File: config.mk
export PLATFORM = sky130hd
export DESIGN_NAME = icache_lock_ctrl
export DESIGN_NICKNAME = d
export VERILOG_FILES = /design/src/rtl/icache_lock_ctrl.sv
export SDC_FILE = /design/constraint.sdc
export NUM_CORES = 1
export LEC_CHECK = 0
export CAP_MARGIN = 20
export CORE_MARGIN = 2
export CORE_UTILIZATION = 40
export CTS_CLUSTER_DIAMETER = 120
export DETAILED_ROUTE_END_ITERATION = 8
export HOLD_SLACK_MARGIN = 0.02
export MAX_ROUTING_LAYER = met4
export PLACE_DENSITY = 0.59
export SYNTH_ARGS = -nofsm -noshare
export SYNTH_HDL_FRONTEND = slang
export SYNTH_SLANG_ARGS = --single-unit
File: constraint.sdc
create_clock -name clk -period 3.9 [get_ports clk]
set_clock_uncertainty 0.1 [all_clocks]
set_input_delay 0.39 -clock clk [delete_from_list [all_inputs] [get_ports clk]]
set_output_delay 0.39 -clock clk [all_outputs]
set_load 0.005 [all_outputs]
File: src/rtl/icache_lock_ctrl.sv
// I-cache way-lock table driven by the loop detector.
// Serves a registered victim-protection mask and flags saturated sets.
module icache_lock_ctrl #(
  parameter int SETS     = 64,
  parameter int WAYS     = 2,
  parameter int LOCK_MAX = WAYS - 1,
  parameter int IDX_W    = $clog2(SETS),
  parameter int WAY_W    = $clog2(WAYS),
  parameter int CNT_W    = $clog2(SETS * WAYS + 1)
) (
  input  logic             clk,
  input  logic             rst,
  input  logic             lock_cache,
  input  logic             lock_start,
  input  logic             fill_valid,
  input  logic [IDX_W-1:0] fill_index,
  input  logic [WAY_W-1:0] fill_way,
  input  logic             hit_valid,
  input  logic [IDX_W-1:0] hit_index,
  input  logic [WAY_W-1:0] hit_way,
  input  logic             vict_rd,
  input  logic [IDX_W-1:0] vict_index,
  output logic [WAYS-1:0]  vict_mask,
  output logic             vict_mask_vld,
  output logic             lockflush,
  output logic             busy,
  output logic [CNT_W-1:0] locked_count
);

  typedef enum logic [1:0] {
    S_IDLE,
    S_CLEAR,
    S_ARMED
  } state_t;

  state_t           r_state;
  state_t           w_state_nxt;
  logic [IDX_W-1:0] r_sp;
  logic [WAYS-1:0]  r_table [SETS];
  logic [WAYS-1:0]  r_mask;
  logic             r_vld;
  logic             r_flush;
  logic [CNT_W-1:0] r_cnt;

  logic             w_busy;
  logic             w_req;
  logic [IDX_W-1:0] w_idx;
  logic [WAY_W-1:0] w_way;
  logic [WAYS-1:0]  w_row;
  logic [WAY_W:0]   w_pop;
  logic             w_room;
  logic             w_set;
  logic             w_rej;

  assign w_busy = (r_state == S_CLEAR);

  always_comb begin
    w_state_nxt = r_state;
    unique case (r_state)
      S_IDLE:  if (lock_start) w_state_nxt = S_CLEAR;
      S_CLEAR: begin
        if (lock_start)
          w_state_nxt = S_CLEAR;
        else if (r_sp == IDX_W'(SETS - 1))
          w_state_nxt = S_ARMED;
      end
      S_ARMED: if (lock_start) w_state_nxt = S_CLEAR;
      default: w_state_nxt = S_IDLE;
    endcase
  end

  // Fill has priority over hit; the loser is silently dropped.
  always_comb begin
    w_req = (r_state == S_ARMED) && lock_cache && !lock_start &&
            (fill_valid || hit_valid);
    w_idx = fill_valid ? fill_index : hit_index;
    w_way = fill_valid ? fill_way : hit_way;
    w_row = r_table[w_idx];
    w_pop = '0;
    for (int i = 0; i < WAYS; i++)
      w_pop = w_pop + (WAY_W+1)'(w_row[i]);
    w_room = (w_pop < (WAY_W+1)'(LOCK_MAX));
    w_set  = w_req && !w_row[w_way] && w_room;
    w_rej  = w_req && !w_row[w_way] && !w_room;
  end

  always_ff @(posedge clk) begin
    if (rst) begin
      r_state <= S_IDLE;
      r_sp    <= '0;
      r_mask  <= '0;
      r_vld   <= 1'b0;
      r_flush <= 1'b0;
      r_cnt   <= '0;
      for (int s = 0; s < SETS; s++)
        r_table[s] <= '0;
    end else begin
      r_state <= w_state_nxt;
      r_flush <= w_rej;
      if (lock_start) begin
        r_sp  <= '0;
        r_cnt <= '0;
      end else if (w_busy) begin
        r_table[r_sp] <= '0;
        r_sp          <= r_sp + IDX_W'(1);
      end else if (w_set) begin
        r_table[w_idx][w_way] <= 1'b1;
        r_cnt                 <= r_cnt + CNT_W'(1);
      end
      // Reads see the table before this cycle's update.
      if (vict_rd) begin
        r_mask <= w_busy ? '0 : r_table[vict_index];
        r_vld  <= 1'b1;
      end else begin
        r_vld  <= 1'b0;
      end
    end
  end

  assign vict_mask     = r_mask;
  assign vict_mask_vld = r_vld;
  assign lockflush     = r_flush;
  assign busy          = w_busy;
  assign locked_count  = r_cnt;

endmodule

Yosys cells after proc, flatten, opt, wreduce, memory -nomap -nowiden
Memory sizes are Yosys's and may differ from the RTL's.
Cells that the tools add are included.
{ "classes": {"order_cmp": 3, "n_mul": 0, "mux": 29, "n_eq_ne": 5, "addsub": 3, "n_bitwise": 1, "div": 0, "n_reduce_logical": 18, "n_shift": 0} }
{ "op_table": {"columns": ["op", "n"], "rows": [
  ["$mux 6", 3],
  ["$mux 1", 16],
  ["$mux 2", 8],
  ["$add 8x1->8 const B", 1],
  ["$reduce_or 2->1", 4],
  ["$logic_and 1x1->1", 7],
  ["$add 6x1->6 const B", 1],
  ["$eq 6x6->1 const B", 1],
  ["$pmux 2 s2", 1],
  ["$reduce_and 2->1", 2],
  ["$logic_not 1->1", 3],
  ["$ne 3x2->1 const B", 1],
  ["$add 1x1->2", 1],
  ["$eq 2x1->1 const B", 1],
  ["$eq 2x2->1 const B", 1],
  ["$logic_not 2->1", 1],
  ["$lt 1x2->1 const B", 1],
  ["$lt 2x1->1 const B", 1],
  ["$ne 2x1->1 const B", 1],
  ["$demux 1 s1", 1],
  ["$ge 1x1->1 const B", 1],
  ["$logic_or 1x1->1", 1],
  ["$not 1->1", 1]
]} }
{ "totals": {"mem_bits_rw": 128, "mem_count": 1, "mem_bits_ro": 0, "word_cells": 66, "reg_bits": 20, "input_bits": 27, "latch_bits": 0} }
{ "mem_list": {"columns": ["memory", "depth", "word_bits", "read_ports", "rd_clocked_by_memory_dff", "wr", "line", "source"], "rows": [
  ["r_table", 64, 2, 2, 0, 64, "39", "logic [WAYS-1:0] r_table [SETS];"]
]} }

Depth between registers and ports, before layout
An unclocked memory read counts as a cell.
{ "depth": {"word_depth": 14, "mapped_depth": 14, "depth_no_buf": 9} }

Worst setup path after synthesis
Ideal clock, no wire load.
{ "synth_path": {"path_kind": "input to register", "startpoint": "input fill_valid", "endpoint": "memory r_table[46][0], enable pin", "arrival_ns": 3.479, "setup_slack_ns": 0.067, "path_stages": 12, "n_path_buf": 3, "path_cell_list": "buf_6 > mux2i_2 > mux2_2 > a221o_1 > a222oi_1 > a31oi_1 > a21o_1 > nor3_4 > buf_6 > mux2i_2 > buf_4 > a21oi_2"} }
{ "synth_rtl": {"columns": ["element", "line", "source"], "rows": [
  ["start: declaration", "15", "input logic fill_valid,"],
  ["end: declaration", "39", null]
]} }

==> impl_metrics.py <==
metrics = {
    "outcome": {
        "outcome": "complete, no violations",
    },
    "clock_network": {
        "clkTransAtPathRegs_ns": 0.06,
        "cts_buffers": 17,
        "max-clock-path-buffers": 2,
        "cts_tree": "done",
        "clock_latency_ns": 0.44,
        "htree_num_levels": 4,
        "root_buffer": "clkbuf_16",
        "clkSinkCount": 148,
        "hold_buffers": 0,
    },
    "die": {
        "die_y_um": 161.6,
        "core_area_mm2": 0.02432,
        "start_util": 0.4083,
        "die_width_um": 161.6,
        "core.rowCount": 57,
        "ios": 40,
        "dieArea_mm2": 0.02610,
    },
    "sta": {
        "worst_slack_ns": 0.1697,
        "setup_violations": 0,
        "fin_setup_tns_ns": 0,
        "hold_viol": 0,
        "slew_headroom": 0.4399,
        "period_share": 0.9565,
        "drv_slew": 0,
        "worstMarginPinSlew_ns": 0.8370,
        "rsz0062_at_grt": "no",
        "min_period_ns": 3.730,
        "max_freq_mhz": 268.1,
    },
    "global_routing": {
        "gr-total-overflow": 0,
        "grt_start_max_net_pins": 59,
        "antenna_found_initial": 0,
        "track_usage": 0.2777,
        "grt_first_pass_wirelength_um": 52630,
        "grt_pass1_vias": 8729,
    },
    "placed_design": {
        "preCtsSetupSlack_ns": -0.7505,
        "dpl_cell_area_mm2": 0.01158,
        "gp_congestion": 0.9411,
        "port_buffers": 39,
        "dp_hpwl_um": 24490,
    },
    "route": {
        "dr.first_iter.drc_count": 1166,
        "detail-route-antenna-nets": 0,
        "wl_per_cell_um": 23.55,
        "vias": 9009,
        "via_per_inst": 6.149,
        "drt-total-wl_um": 34510,
        "drc": 0,
        "drtPass1Iterations": 6,
    },
    "logic_synthesis": {
        "syn_avg_cell_area_um2": 9.860,
        "ys_types": 66,
        "async_reset_ff_frac": 0,
        "netlist_area_mm2": 0.009930,
        "synth_edf_count": 128,
        "synth_nets": 1036,
        "ys.flop_type": "edfxtp_1",
        "synth-seq-cells": 148,
        "ys_seq_area_frac": 0.4274,
        "yosys_warnings": 0,
        "synth_cells": 1007,
    },
    "final_layout": {
        "regArea_mm2": 0.004244,
        "final_cell_mix": "141 x nor2_1, 130 x buf_4, 128 x edfxtp_1, 85 x a21oi_1, 67 x and2_1",
        "drive_gt1_frac": 0.2147,
        "post-route-util": 0.5043,
        "num_antenna_cells": 0,
        "syn_to_final_growth_pct": 23.51,
        "finalInstanceArea_mm2": 0.01226,
        "multiInputGateArea_mm2": 0.005343,
        "nets": 1158,
        "num-fill-cells": 2226,
        "final_common_cell": "nor2_1",
    },
    "setup_path": {
        "cp_top_family": "compound AO/OA/AOI/OAI gates",
        "crit_cells": 12,
        "worst_setup_path_start_kind": "input pin",
        "cp-startpoint": "fill_index[1]",
        "path_buf_inv": 4,
        "critPathSlowestCell": "mux4_2",
        "r2r_setup_slack_ns": 0.58,
        "worstPathMaxFanout": 13,
        "reg2reg_depth": 9,
        "crit_chain": "clkdlybuf4s50_1 > mux2i_4 > buf_4 > mux4_2 > a22o_1 > a31oi_2 > a21o_1 > nor3_4 > buf_12 > o311ai_2 > buf_12 > and2_1",
        "r2r-start": "r_table[46][0]",
        "crit_path_end_kind": "flop",
        "path_class": "input pin to flop",
        "endpoint": "r_table[35][1]",
        "cpPeakStageDelay_ns": 0.57,
        "cp_common_cell": "buf_12",
        "reg2reg_to": "r_table[9][0]",
        "arrival_ns": 3.78,
        "required_ns": 3.95,
    },
    "min_path": {
        "holdCritStartpoint": "vict_mask[0]",
        "hold_class": "flop to flop",
    },
    "job": {
        "cap_violations": 0,
    },
    "power_and_ir_drop": {
        "p_leak_nw": 4.216,
        "peakVddDrop_mv": 0.1901,
        "p_per_area_mw_per_mm2": 353.1,
        "total_power_mw": 4.331,
    },
}
## worst min path at each step
stage	end	slack, ns	depth (start not counted)
finish	vict_mask[0]	0.37	2
global route	r_state[0]	0.39	1
CTS	vict_mask[0]	0.37	2
detailed placement	r_state[0]	0.35	1
global placement	r_state[0]	0.35	1
floorplan	r_state[0]	0.33	1
## cells in the mapped netlist, types with 10 or more instances
cell      count  area, um2
mux2i_1      19      190.2
nand2b_1     60      375.4
buf_2        14      70.07
edfxtp_1    128       3844
and2_1       67      419.2
o221ai_1     16      140.1
a22oi_1      27      202.7
a21oi_1      86      430.4
nor2_1      141      529.3
nor3_1       38      190.2
clkbuf_1     50      187.7
buf_1        10      37.54
mux4_2       49       1104
nor2b_1      24      150.1
o22ai_1      22      137.6
nand3_1      18      90.09
dfxtp_1      20      400.4
nand2_1      52      195.2
o21ai_0      28      140.1
inv_1        11      41.29
nand4_1      12      75.07
## worst register-to-register path: stages, from the launching register on
cell and delay [ns]:
edfxtp_1 0.39, mux2_2 0.27, a221o_1 0.30, a222oi_1 0.37, a31oi_2 0.28, a21o_1 0.27
nor3_4 0.20, buf_12 0.17, mux2_2 0.45, a21oi_1 0.20
## through the flow
| stage | std cells | hold WS (ns) |
|---|---|---|
| after global routing | 1465 | 0.3880 |
| after global placement | 1433 | 0.3479 |
| after CTS | 1465 | 0.3704 |
| after detailed placement | 1433 | 0.3525 |
| final | 1465 | 0.3681 |
| after floorplan | 1007 | 0.3281 |
## where the power goes
group          switching (mW)  total (mW)  internal (mW)
clock network           0.707        1.79           1.08
logic                   0.416       0.750          0.334
registers              0.0334        1.79           1.76
total                    1.16        4.33           3.17
## state kept, by name, summed over array words and instances, names as in the netlist
signal,count
locked_count,8
lockflush,1
r_sp,6
r_state,2
r_table,128
vict_mask,2
vict_mask_vld,1
## final cells by class
cell class | count | share of cell area
inverters | 12 | 0.003673
multi-input cells | 769 | 0.4356
clock inverters | 13 | 0.01592
clock buffers | 18 | 0.03499
flip-flops and latches | 148 | 0.3461
well taps | 324 | 0.03305
repair buffers | 181 | 0.1307
## routing by layer
layer | GRT usage | up-vias | wire length [um]
met1 | 0.3718 | 4426 | 14260
met4 | 0.08482 | 0 | 786
met2 | 0.4204 | 488 | 15880
met3 | 0.06600 | 62 | 3584
li1 | - | 4033 | -
met5 | - | - | 0
## cells by family after synthesis
family | synth area share
and+or+nand+nor | 0.2274
AOI/OAI and AO/OA | 0.1565
DFF | 0.4274
buffers and inverters | 0.03805
muxes | 0.1410
xor gates and xnor gates | 0.007057
adders and majority gates | 0.002520
## what timing repair did
item | CTS | global route
buffers inserted | 1 | 0
pin swaps | 0 | 2
endpoints found under the hold margin | 0 | 0
endpoints found under the setup margin | 203 | 60
resized for setup | 5 | 3
No activity file was read; power rests on OpenSTA's default activity.
